**config.mk**
```make
export PLATFORM = sky130hd
export DESIGN_NAME = mips_multicycle_control
export DESIGN_NICKNAME = d
export VERILOG_FILES = /design/src/rtl/mips_multicycle_control.sv
export SDC_FILE = /design/constraint.sdc
export NUM_CORES = 1
export LEC_CHECK = 0
export BUFFER_PORTS_ARGS = -buffer_cell sky130_fd_sc_hd__buf_2
export CAP_MARGIN = 20
export CELL_PAD_IN_SITES_DETAIL_PLACEMENT = 1
export CELL_PAD_IN_SITES_GLOBAL_PLACEMENT = 1
export CORE_MARGIN = 4
export CORE_UTILIZATION = 30
export CTS_CLUSTER_DIAMETER = 120
export DETAILED_ROUTE_END_ITERATION = 8
export PLACE_DENSITY_LB_ADDON = 0.12
export REMOVE_ABC_BUFFERS = 1
export SLEW_MARGIN = 20
export SYNTH_ARGS = -nofsm -noshare
export SYNTH_HDL_FRONTEND = slang
export SYNTH_SLANG_ARGS = --single-unit
```
**constraint.sdc**
```tcl
create_clock -name clk -period 4.9 [get_ports clk]
set_input_delay 0.245 -clock clk [delete_from_list [all_inputs] [get_ports clk]]
set_output_delay 0.245 -clock clk [all_outputs]
set_load 0.02 [all_outputs]
```
**src/rtl/mips_multicycle_control.sv**
```systemverilog
// mips_multicycle_control: Moore control FSM sequencing the multi-cycle MIPS datapath,
// with a memory-ready handshake, a wait-cycle timeout and an illegal-opcode trap.
module mips_multicycle_control #(
  parameter int MEM_TIMEOUT   = 255,
  parameter bit MEM_HANDSHAKE = 1'b1
) (
  input  logic       clk,
  input  logic       rst,
  input  logic [5:0] opcode,
  input  logic [5:0] funct,
  input  logic       mem_ready,
  output logic       pc_write,
  output logic       pc_write_cond,
  output logic       i_or_d,
  output logic       mem_read,
  output logic       mem_write,
  output logic       ir_write,
  output logic       mem_to_reg,
  output logic       reg_dst,
  output logic       link,
  output logic       reg_write,
  output logic       alu_src_a,
  output logic [1:0] alu_src_b,
  output logic [1:0] alu_op,
  output logic [1:0] pc_source,
  output logic       instr_done,
  output logic       trap,
  output logic [1:0] trap_cause,
  output logic [3:0] state
);
  typedef enum logic [3:0] {
    START, FETCH, DECODE, MEM_ADDR, MEM_READ, MEM_WB, MEM_WRITE, R_EXEC,
    R_WB, BRANCH, JUMP, ADDI_EXEC, ADDI_WB, JAL, JR, TRAP
  } state_t;
  state_t     state_q, state_d;
  logic [7:0] cnt_q, cnt_d;
  logic [1:0] cause_q, cause_d;
  logic       ready, waiting, timeout;
  assign ready   = MEM_HANDSHAKE ? mem_ready : 1'b1;
  assign waiting = state_q == FETCH || state_q == MEM_READ || state_q == MEM_WRITE;
  assign timeout = waiting && cnt_q == 8'(MEM_TIMEOUT) && !ready;
  always_comb begin
    state_d = FETCH;
    case (state_q)
      FETCH:     state_d = timeout ? TRAP : ready ? DECODE : FETCH;
      DECODE:
        case (opcode)
          6'h23, 6'h2B: state_d = MEM_ADDR;
          6'h00:        state_d = funct == 6'h08 ? JR : R_EXEC;
          6'h04:        state_d = BRANCH;
          6'h02:        state_d = JUMP;
          6'h03:        state_d = JAL;
          6'h08:        state_d = ADDI_EXEC;
          default:      state_d = TRAP;
        endcase
      MEM_ADDR:  state_d = opcode == 6'h2B ? MEM_WRITE : MEM_READ;
      MEM_READ:  state_d = timeout ? TRAP : ready ? MEM_WB : MEM_READ;
      MEM_WRITE: state_d = timeout ? TRAP : ready ? FETCH : MEM_WRITE;
      R_EXEC:    state_d = R_WB;
      ADDI_EXEC: state_d = ADDI_WB;
      default:   state_d = FETCH;
    endcase
  end
  // Counter restarts whenever the state changes, so each memory state gets its own budget.
  assign cnt_d   = state_d != state_q ? 8'd0 :
                   (waiting && !ready && cnt_q != 8'hFF) ? cnt_q + 8'd1 : cnt_q;
  assign cause_d = state_d == TRAP ? (state_q == DECODE ? 2'b01 : 2'b10) : cause_q;
  always_ff @(posedge clk or negedge rst) begin
    if (!rst) begin
      state_q <= START;
      cnt_q   <= '0;
      cause_q <= '0;
    end else begin
      state_q <= state_d;
      cnt_q   <= cnt_d;
      cause_q <= cause_d;
    end
  end
  always_comb begin
    pc_write      = 1'b0;
    pc_write_cond = 1'b0;
    i_or_d        = 1'b0;
    mem_read      = 1'b0;
    mem_write     = 1'b0;
    ir_write      = 1'b0;
    mem_to_reg    = 1'b0;
    reg_dst       = 1'b0;
    link          = 1'b0;
    reg_write     = 1'b0;
    alu_src_a     = 1'b0;
    alu_src_b     = 2'b00;
    alu_op        = 2'b00;
    pc_source     = 2'b00;
    instr_done    = 1'b0;
    trap          = 1'b0;
    case (state_q)
      FETCH: begin
        mem_read  = 1'b1;
        alu_src_b = 2'b01;
        ir_write  = ready;
        pc_write  = ready;
      end
      DECODE:    alu_src_b = 2'b11;
      MEM_ADDR: begin
        alu_src_a = 1'b1;
        alu_src_b = 2'b10;
      end
      MEM_READ: begin
        mem_read = 1'b1;
        i_or_d   = 1'b1;
      end
      MEM_WB: begin
        reg_write  = 1'b1;
        mem_to_reg = 1'b1;
        instr_done = 1'b1;
      end
      MEM_WRITE: begin
        mem_write  = !timeout;
        i_or_d     = 1'b1;
        instr_done = ready;
      end
      R_EXEC: begin
        alu_src_a = 1'b1;
        alu_op    = 2'b10;
      end
      R_WB: begin
        reg_write  = 1'b1;
        reg_dst    = 1'b1;
        instr_done = 1'b1;
      end
      BRANCH: begin
        alu_src_a     = 1'b1;
        alu_op        = 2'b01;
        pc_write_cond = 1'b1;
        pc_source     = 2'b01;
        instr_done    = 1'b1;
      end
      JUMP: begin
        pc_write   = 1'b1;
        pc_source  = 2'b10;
        instr_done = 1'b1;
      end
      ADDI_EXEC: begin
        alu_src_a = 1'b1;
        alu_src_b = 2'b10;
      end
      ADDI_WB: begin
        reg_write  = 1'b1;
        instr_done = 1'b1;
      end
      JAL: begin
        reg_write  = 1'b1;
        link       = 1'b1;
        pc_write   = 1'b1;
        pc_source  = 2'b10;
        instr_done = 1'b1;
      end
      JR: begin
        pc_write   = 1'b1;
        pc_source  = 2'b11;
        instr_done = 1'b1;
      end
      TRAP:      trap = 1'b1;
      default: ;
    endcase
  end
  assign trap_cause = cause_q;
  assign state      = state_q;
endmodule

```
==> impl_metrics.json, run 1 <==
{
  "ff2ff_setup_slack_ps": 2610,
  "hold_buffers": 1,
  "cp.required_ps": 5040,
  "fp.dieArea_um2": 4930,
  "grt_pass1_wl_mm": 5.40,
  "ctsResizeCount": 0,
  "r2r-end": "trap_cause[0]",
  "status": "complete, no violations",
  "fin_crit_ps": 2290,
  "placed_cells": 222,
  "ys.flop_type": "dfrtp_1",
  "grt_pass1_vias": 1168,
  "grt.overflow.total": 0,
  "crit_family": "simple AND/OR/NAND/NOR gates",
  "reg2reg_from": "state[1]",
  "syn_area_um2": 1160,
  "tightestPinTransition_ps": 621,
  "die_x_um": 70.2,
  "synth.area.top_cells": "dfrtp_1, nor2_1, nand2_1, nand2b_1, nand3_1",
  "hp-class": "in2async",
  "synth_commonest_cells": "nor2_1, dfrtp_1, nand2_1",
  "cts_max_level": 1,
  "path_max_fanout": 22,
  "ir_drop_mv": 0.190,
  "synthCells": 142,
  "finalMaxSlewViolations": 0,
  "synth_seq_cells": 14,
  "fin_crit_sh_pct": 46.8,
  "yosysWarnings": 0,
  "cts_max_path_buffers": 2,
  "p_leak_nw": 0.691,
  "viasPerCell": 5.22,
  "reg2regPathDepth": 5,
  "synth_async_sr_flop_share_pct": 100,
  "antenna_found_initial": 0,
  "post-cts-setup-buffer-count": 0,
  "grt_use_total_pct": 13.3,
  "yosysSeqAreaShare_pct": 30.2,
  "critPathLaunch": "state[1]",
  "endpoint": "trap_cause[0]",
  "ant_nets": 0,
  "start_util_pct": 31.4,
  "numCtsBuffers": 3,
  "drc": 0,
  "finalSetupViolations": 0,
  "cts_tree": "built",
  "numClockSinks": 14,
  "multiInputGateArea_um2": 761,
  "avgSynthCellArea_um2": 8.17,
  "place.port_buffers": 39,
  "fillers": 479,
  "path_clk_slew_ps": 60,
  "core_area_um2": 3690,
  "hpwlAfterDp_mm": 2.57,
  "drive_above_1_share_pct": 28.5,
  "rows": 22,
  "slowest_delay_ps": 740,
  "path_cells": "nand3b_1 > or4_1 > nand3_1 > nand4_4 > mux2_4",
  "cp_slowest_cell": "dfrtp_1",
  "setup_tns_ps": 0,
  "synth_top_cell_area_share_pct": 30.2,
  "area_growth_pct": 24.4,
  "gp_congestion": 0.809,
  "rsz0062_at_grt": "false",
  "drv_cap": 0,
  "max_freq_mhz": 436,
  "wl_mm": 3.21,
  "hold_violations": 0,
  "diodes": 0,
  "place_area_um2": 1380,
  "yosysMostFrequentCell": "nor2_1",
  "grt_max_degree": 24,
  "finClkSkew_ps": 3.35,
  "ios": 40,
  "drtPass1Iterations": 4,
  "cp.arrival_ps": 2430,
  "crit_type": "reg2reg",
  "startpoint_type": "register",
  "cts_root_buf": "clkbuf_8",
  "max_slew_margin_pct": 58.6,
  "seq_area_um2": 350,
  "clk_latency_ps": 250,
  "cp-end-kind": "register",
  "finalPower_mw": 0.777,
  "synth_edf_count": 0,
  "vias": 1185,
  "fin_cells": 227,
  "power.density_nw_per_um2": 538,
  "path_buf_inv": 0,
  "die_h_um": 70.2,
  "crit_cells": 5,
  "routedWlPerCell_um": 14.1,
  "drt-initial-drc-count": 101,
  "yosysUniqueCellTypes": 46,
  "synth_area_leader_cell": "dfrtp_1",
  "layout.nets": 196,
  "fin_area_um2": 1440
}
## power breakdown
| group | total, mW | internal [mW] | switching, mW | leakage [nW] |
|---|---|---|---|---|
| Clock | 0.115 | 0.0713 | 0.0439 | 0.0288 |
| Sequential | 0.202 | 0.135 | 0.0667 | 0.189 |
| Combinational | 0.459 | 0.177 | 0.282 | 0.472 |
| Total | 0.777 | 0.384 | 0.393 | 0.691 |
## worst min-delay path by stage
stage / from / endpoint / slack, ps / depth (start not counted)
2_1_floorplan: rst / cnt_q[0] / -50 / 0
6_report: rst / cnt_q[7] / 400 / 2
5_1_grt: rst / cnt_q[1] / 430 / 2
3_5_place_dp: rst / trap_cause[1] / 160 / 1
4_1_cts: rst / cnt_q[7] / 410 / 2
3_3_place_gp: rst / cnt_q[1] / 150 / 1
## routing by layer
layer / GRT usage (%) / share of wire (%) / vias to the layer above / wire length [um]
met5: 0 / 0 / - / 0
met4: 7.45 / 1.6 / 0 / 52
met3: 3.45 / 4.6 / 5 / 147
met2: 21.9 / 50 / 24 / 1610
met1: 15.6 / 44 / 566 / 1400
li1: - / - / 590 / -
## area by class of cell
class,instances,share of cell area [%]
multi-input combinational,118,52.7
tap,48,4.16
inverter,3,0.781
timing repair buffer,40,14.2
clock buffer,4,3.82
sequential,14,24.3
## metrics by stage
| step | hold WS, ps | util [%] | setup WS (ps) |
|---|---|---|---|
| 2_1_floorplan | -50.6 | - | 2750 |
| 3_3_place_gp | 155 | 37.3 | 2620 |
| 3_5_place_dp | 160 | 37.3 | 2610 |
| 4_1_cts | 414 | 39.1 | 2600 |
| 5_1_grt | 433 | 39.1 | 2480 |
| 6_report | 403 | 39.1 | 2610 |
## cells in the final DEF (no fill, tap or decap), types with 3 or more instances in the layout
cell and count:
a21oi_1 6, and3_1 4, buf_2 39, clkbuf_8 4, dfrtp_1 14, inv_1 3
nand2_1 11, nand2b_1 6, nand3_1 7, nand3b_1 3, nor2_1 25, o21ai_0 6
or2_2 3, xnor2_1 3, xor2_1 3
## logic make-up (layout without fill, tap and decap cells)
logic type	Yosys count	count (layout)	share of synthesized area (%)
AO/OA/AOI/OAI	31	31	19.8
multiplexers	2	2	2.16
adder cells (fa/ha/maj)	1	1	1.08
buffers and inverters	10	47	4.21
XOR/XNOR	6	6	4.53
flip-flops	14	14	30.2
AND/OR/NAND/NOR	78	78	38.0
## registers in the layout, indices dropped and copies added, names as in the netlist
signal	cells
cnt_q	8
state	4
trap_cause	2
(Power assumes the default switching activity.)
==> inputs of run 2 (changes only) <==
==> constraint.sdc (replaced) <==
create_clock -name clk -period 1.9 [get_ports clk]
set_input_delay 0.095 -clock clk [delete_from_list [all_inputs] [get_ports clk]]
set_output_delay 0.095 -clock clk [all_outputs]
set_load 0.02 [all_outputs]
==> run 2 against run 1 <==
Effect of this change: the run now ends with setup timing left; non-clock buffer count increased by 36; global-route usage up 3.5 points; via count grew 15%; largest power group unchanged; highest routed layer unchanged.
==> impl_metrics.json, run 2 (synthesis results as in run 1) <==
{
  "status": "complete, but fails checks",
  "violations": "setup timing",
  "wl_mm": 4.04,
  "drt-initial-drc-count": 49,
  "switching_power_mw": 1.14,
  "fin_crit_ps": 1940,
  "vias": 1363,
  "finalMaxSlewViolations": 0,
  "largest_reg_flops": 8,
  "numCtsBuffers": 3,
  "antenna_found_initial": 0,
  "power.density_nw_per_um2": 1340,
  "combPwrFrac_pct": 73.6,
  "drv_cap": 0,
  "fin_crit_sh_pct": 102,
  "place_ws_ps": -133,
  "diodes": 0,
  "cts_max_level": 1,
  "path_max_fanout": 3,
  "fin_area_um2": 1790,
  "cts_tree": "built",
  "seqPwrFrac_pct": 16.5,
  "hp-class": "in2async",
  "placed_cells": 255,
  "ios": 40,
  "cp-end-kind": "register",
  "grt_pass1_vias": 1457,
  "power_frac_clock_pct": 9.9,
  "switching_share_pct": 47.7,
  "start_util_pct": 31.4,
  "internal_power_mw": 1.25,
  "max_slew_margin_pct": 55.4,
  "area_growth_pct": 54.0,
  "viasPerCell": 5.20,
  "hold-worst-slack_ps": 292,
  "grt_use_total_pct": 16.8,
  "grt.overflow.total": 0,
  "worst_slack_ps": -41.1,
  "startpoint_type": "input pin",
  "die_x_um": 70.2,
  "ir_drop_mv": 0.408,
  "finalSetupViolations": 1,
  "finalPower_mw": 2.39,
  "path_clk_slew_ps": 60,
  "fin_cells": 262,
  "routedWlPerCell_um": 15.4,
  "cts_root_buf": "clkbuf_8",
  "place_area_um2": 1630,
  "drive_above_1_share_pct": 47.2,
  "finClkSkew_ps": 5.24,
  "fillers": 474,
  "ant_nets": 0,
  "crit_type": "in2reg",
  "core_area_um2": 3690,
  "fp.dieArea_um2": 4930,
  "cp.arrival_ps": 2060,
  "tightestPinTransition_ps": 668,
  "setup_tns_ps": -41.1,
  "gp_congestion": 0.830,
  "rsz0062_at_grt": "true",
  "hold_violations": 0,
  "max_freq_mhz": 515,
  "cp.required_ps": 2020,
  "p_leak_nw": 0.884,
  "regMostFlops": "cnt_q",
  "grt_pass1_wl_mm": 6.89,
  "layout_common_cells": "buf_2, buf_4, nor2_1",
  "cts_max_path_buffers": 2,
  "place.port_buffers": 39,
  "final_common_cell": "buf_2",
  "post-route-util_pct": 48.4,
  "die_h_um": 70.2,
  "hpwlAfterDp_mm": 3.20,
  "layout.nets": 232,
  "drtPass1Iterations": 4,
  "grt_max_degree": 15,
  "drc": 0,
  "clk_latency_ps": 240,
  "rows": 22,
  "numClockSinks": 14
}
==> run 2: power groups by stage <==
stage	Sequential, mW	Clock (mW)	Combinational (mW)
after floorplan	0.521	0	0.830
after global placement	0.392	0	1.57
after detailed placement	0.397	0	1.62
after CTS	0.392	0.246	1.71
after global routing	0.403	0.261	1.93
final	0.393	0.236	1.76
==> run 2: worst max-delay path, stage by stage <==
cell,delay (ps)
buf_2,110
or3b_1,380
a2111oi_1,670
o221ai_4,170
a31o_4,240
nand4_4,90
mux2_4,300
==> run 2: layout make-up <==
class | count | area, um2 | area share, %
Clock buffer | 3 | 41.3 | 2.31
Tap cell | 48 | 60.1 | 3.36
Inverter | 3 | 11.3 | 0.630
Sequential cell | 14 | 350 | 19.6
Timing Repair Buffer | 76 | 479 | 26.8
Multi-Input combinational cell | 118 | 845 | 47.3
==> run 2: worst paths after layout <==
kind / startpoint / end / slack [ps] / cells past startpoint
min reg2reg: trap_cause[1] / trap_cause[1] / 510 / 1
max in group asynchronous: rst / state[2] / 1360 / 2
min: rst / cnt_q[7] / 290 / 2
min in group clk: mem_ready / state[1] / 360 / 3
max reg2reg: state[2] / trap_cause[0] / -40 / 6
max: opcode[1] / trap_cause[0] / -40 / 7
==> run 2: metal layers <==
| layer | vias up | share of wire, % | track usage (%) |
|---|---|---|---|
| li1 | 663 | - | - |
| met1 | 670 | 40 | 19.7 |
| met2 | 26 | 55 | 31.9 |
| met3 | 4 | 4.0 | 2.73 |
| met4 | 0 | 0.77 | 3.19 |
| met5 | - | 0 | 0 |
==> run 2: what timing repair did <==
item,in CTS,in global routing
hold buffers,1,0
setup endpoints to repair,10,12
pin swaps,3,4
gates resized for setup,13,6
endpoints found under the hold margin,14,0
setup buffers,1,2
==> inputs of run 3 (changes only) <==
--- a/config.mk
+++ b/config.mk
@@ -13,8 +13,9 @@
 export CORE_UTILIZATION = 30
 export CTS_CLUSTER_DIAMETER = 120
 export DETAILED_ROUTE_END_ITERATION = 8
-export PLACE_DENSITY_LB_ADDON = 0.12
+export PLACE_DENSITY = 0.79
 export REMOVE_ABC_BUFFERS = 1
+export SKIP_LAST_GASP = 1
 export SLEW_MARGIN = 20
 export SYNTH_ARGS = -nofsm -noshare
 export SYNTH_HDL_FRONTEND = slang
==> run 3 against run 2 <==
Effect of this change: the flow still finishes with violations (setup timing); combinational power rose by 15%; sequential share of layout area fell by 1.1 points; register-to-register slack got worse by 40 ps; global-route usage rose by 4.7 points; clock skew fell by 0.79 ps; via count rose by 5.9%; largest cell class unchanged.
==> impl_metrics.json, run 3 (synthesis results as in run 1) <==
{
  "seqPwrFrac_pct": 15.0,
  "rows": 22,
  "max_slew_margin_pct": 60.6,
  "path_max_fanout": 3,
  "start_util_pct": 31.4,
  "grt_pass1_vias": 1580,
  "grt_use_total_pct": 21.6,
  "grt-busiest-layer": "met2",
  "max_freq_mhz": 505,
  "die_h_um": 70.2,
  "regMostFlops": "cnt_q",
  "grt.overflow.total": 0,
  "numCtsBuffers": 3,
  "status": "complete, but fails checks",
  "reg2regPathDepth": 7,
  "numClockSinks": 14,
  "violations": "setup timing",
  "drtPass1Iterations": 4,
  "combPwrFrac_pct": 74.2,
  "ir_drop_mv": 0.743,
  "power_frac_clock_pct": 10.9,
  "layout.nets": 236,
  "ff2ff_setup_slack_ps": -80,
  "final_common_cell": "buf_2",
  "hp-class": "in2async",
  "cts_max_path_buffers": 2,
  "cp.arrival_ps": 2120,
  "tightestPinTransition_ps": 590,
  "cts_root_buf": "clkbuf_8",
  "crit_family": "simple AND/OR/NAND/NOR gates",
  "path_buf_inv": 1,
  "vias": 1443,
  "startpoint_type": "register",
  "fp.dieArea_um2": 4930,
  "use_met3_pct": 3.74,
  "place.port_buffers": 39,
  "fin_crit_ps": 1980,
  "diodes": 0,
  "cts_max_level": 1,
  "place_ws_ps": -205,
  "routedWlPerCell_um": 19.0,
  "viasPerCell": 5.40,
  "area_growth_pct": 63.1,
  "crit_type": "reg2reg",
  "core_area_um2": 3690,
  "ant_nets": 0,
  "post-route-util_pct": 51.3,
  "reg2reg_from": "state[0]",
  "path_cells": "buf_6 > nand3_4 > or4_4 > o221ai_4 > a31o_4 > nand4_4 > mux2_4",
  "finClkSkew_ps": 4.45,
  "drive_above_1_share_pct": 51.6,
  "multiInputGateArea_um2": 882,
  "drc": 0,
  "ios": 40,
  "rsz0062_at_grt": "true",
  "use_met1_pct": 22.9,
  "switching_power_mw": 1.29,
  "layout_common_cells": "buf_2, buf_4, nor2_1",
  "worst_slack_ps": -80.0,
  "cp_slowest_cell": "or4_4",
  "cts_tree": "built",
  "hold_violations": 0,
  "switching_share_pct": 47.5,
  "fin_crit_sh_pct": 104,
  "hpwlAfterDp_mm": 3.56,
  "gp_congestion": 0.865,
  "clk_latency_ps": 250,
  "wl_mm": 5.08,
  "drv_cap": 0,
  "fillers": 461,
  "finalMaxSlewViolations": 0,
  "die_x_um": 70.2,
  "path_clk_slew_ps": 60,
  "drt-initial-drc-count": 84,
  "grt_pass1_wl_mm": 8.37,
  "finalSetupViolations": 5,
  "antenna_found_initial": 0,
  "largest_reg_flops": 8,
  "grt_max_degree": 15,
  "seq_area_um2": 350,
  "internal_power_mw": 1.43,
  "r2r-end": "trap_cause[0]",
  "power.density_nw_per_um2": 1440,
  "p_leak_nw": 0.928,
  "slowest_delay_ps": 570,
  "cp.required_ps": 2040,
  "cp-end-kind": "register",
  "groute.layer.met2.usage_pct": 39.1,
  "finalPower_mw": 2.72
}
==> run 3: changes by cell type in the layout (fill, tap and decap cells not counted), moves of 2 or more <==
cell	before	now
nor2_2	0	6
nand3_4	0	2
o21ai_1	0	2
buf_6	1	4
nor2_1	25	19
o21ai_0	6	4
==> run 3: power groups by stage <==
stage / Sequential, mW / Combinational, mW / Clock (mW)
2_1_floorplan: 0.521 / 0.830 / 0
3_3_place_gp: 0.397 / 1.60 / 0
3_5_place_dp: 0.404 / 1.68 / 0
4_1_cts: 0.398 / 1.90 / 0.298
5_1_grt: 0.414 / 2.16 / 0.318
6_report: 0.407 / 2.02 / 0.296
==> run 3: per-layer routing <==
layer	part of all wire [%]	routed length (um)
met2	51	2610
met1	38	1960
met4	5.6	286
met5	0	0
met3	4.5	231
==> run 3: worst reg2reg max path, cell delays in order (launching register included) <==
cell and delay (ps):
dfrtp_1 410, buf_6 140, nand3_4 70, or4_4 570, o221ai_4 100, a31o_4 150
nand4_4 120, mux2_4 310
==> run 3: how the worst max path moves through the flow <==
stage	startpoint	end	slack [ps]	cells past startpoint
after floorplan	state[1]	trap_cause[0]	-250	5
after global placement	state[3]	trap_cause[0]	-80	6
after detailed placement	state[3]	trap_cause[0]	-200	6
after CTS	state[0]	trap_cause[0]	-20	7
after global routing	state[0]	trap_cause[0]	-130	7
final	state[0]	trap_cause[0]	-80	7
==> run 3: metrics by stage <==
| stage | cell area (um2) | hold slack (ps) | cells | TNS, ps |
|---|---|---|---|---|
| 6_report | 1890 | 261 | 267 | -134 |
| 5_1_grt | 1890 | 311 | 267 | -815 |
| 4_1_cts | 1830 | 265 | 264 | -17.2 |
| 3_5_place_dp | 1620 | -0.804 | 253 | -1350 |
| 3_3_place_gp | 1620 | -9.01 | 253 | -138 |
| 2_1_floorplan | 1120 | -201 | 135 | -1710 |
==> run 3: what timing repair did <==
action,CTS,global route
pin swaps,9,5
endpoints found under the hold margin,14,0
endpoints found under the setup margin,11,12
setup buffers,6,3
hold buffers,1,0
resized for setup,23,11
cloned,0,0
==> run 3: area by class of cell <==
class	count	share of cell area (%)
timing repair buffer	80	28.2
multi-input combinational	118	46.6
inverter	3	0.595
clock buffer	4	2.91
sequential	14	18.5
tap	48	3.17
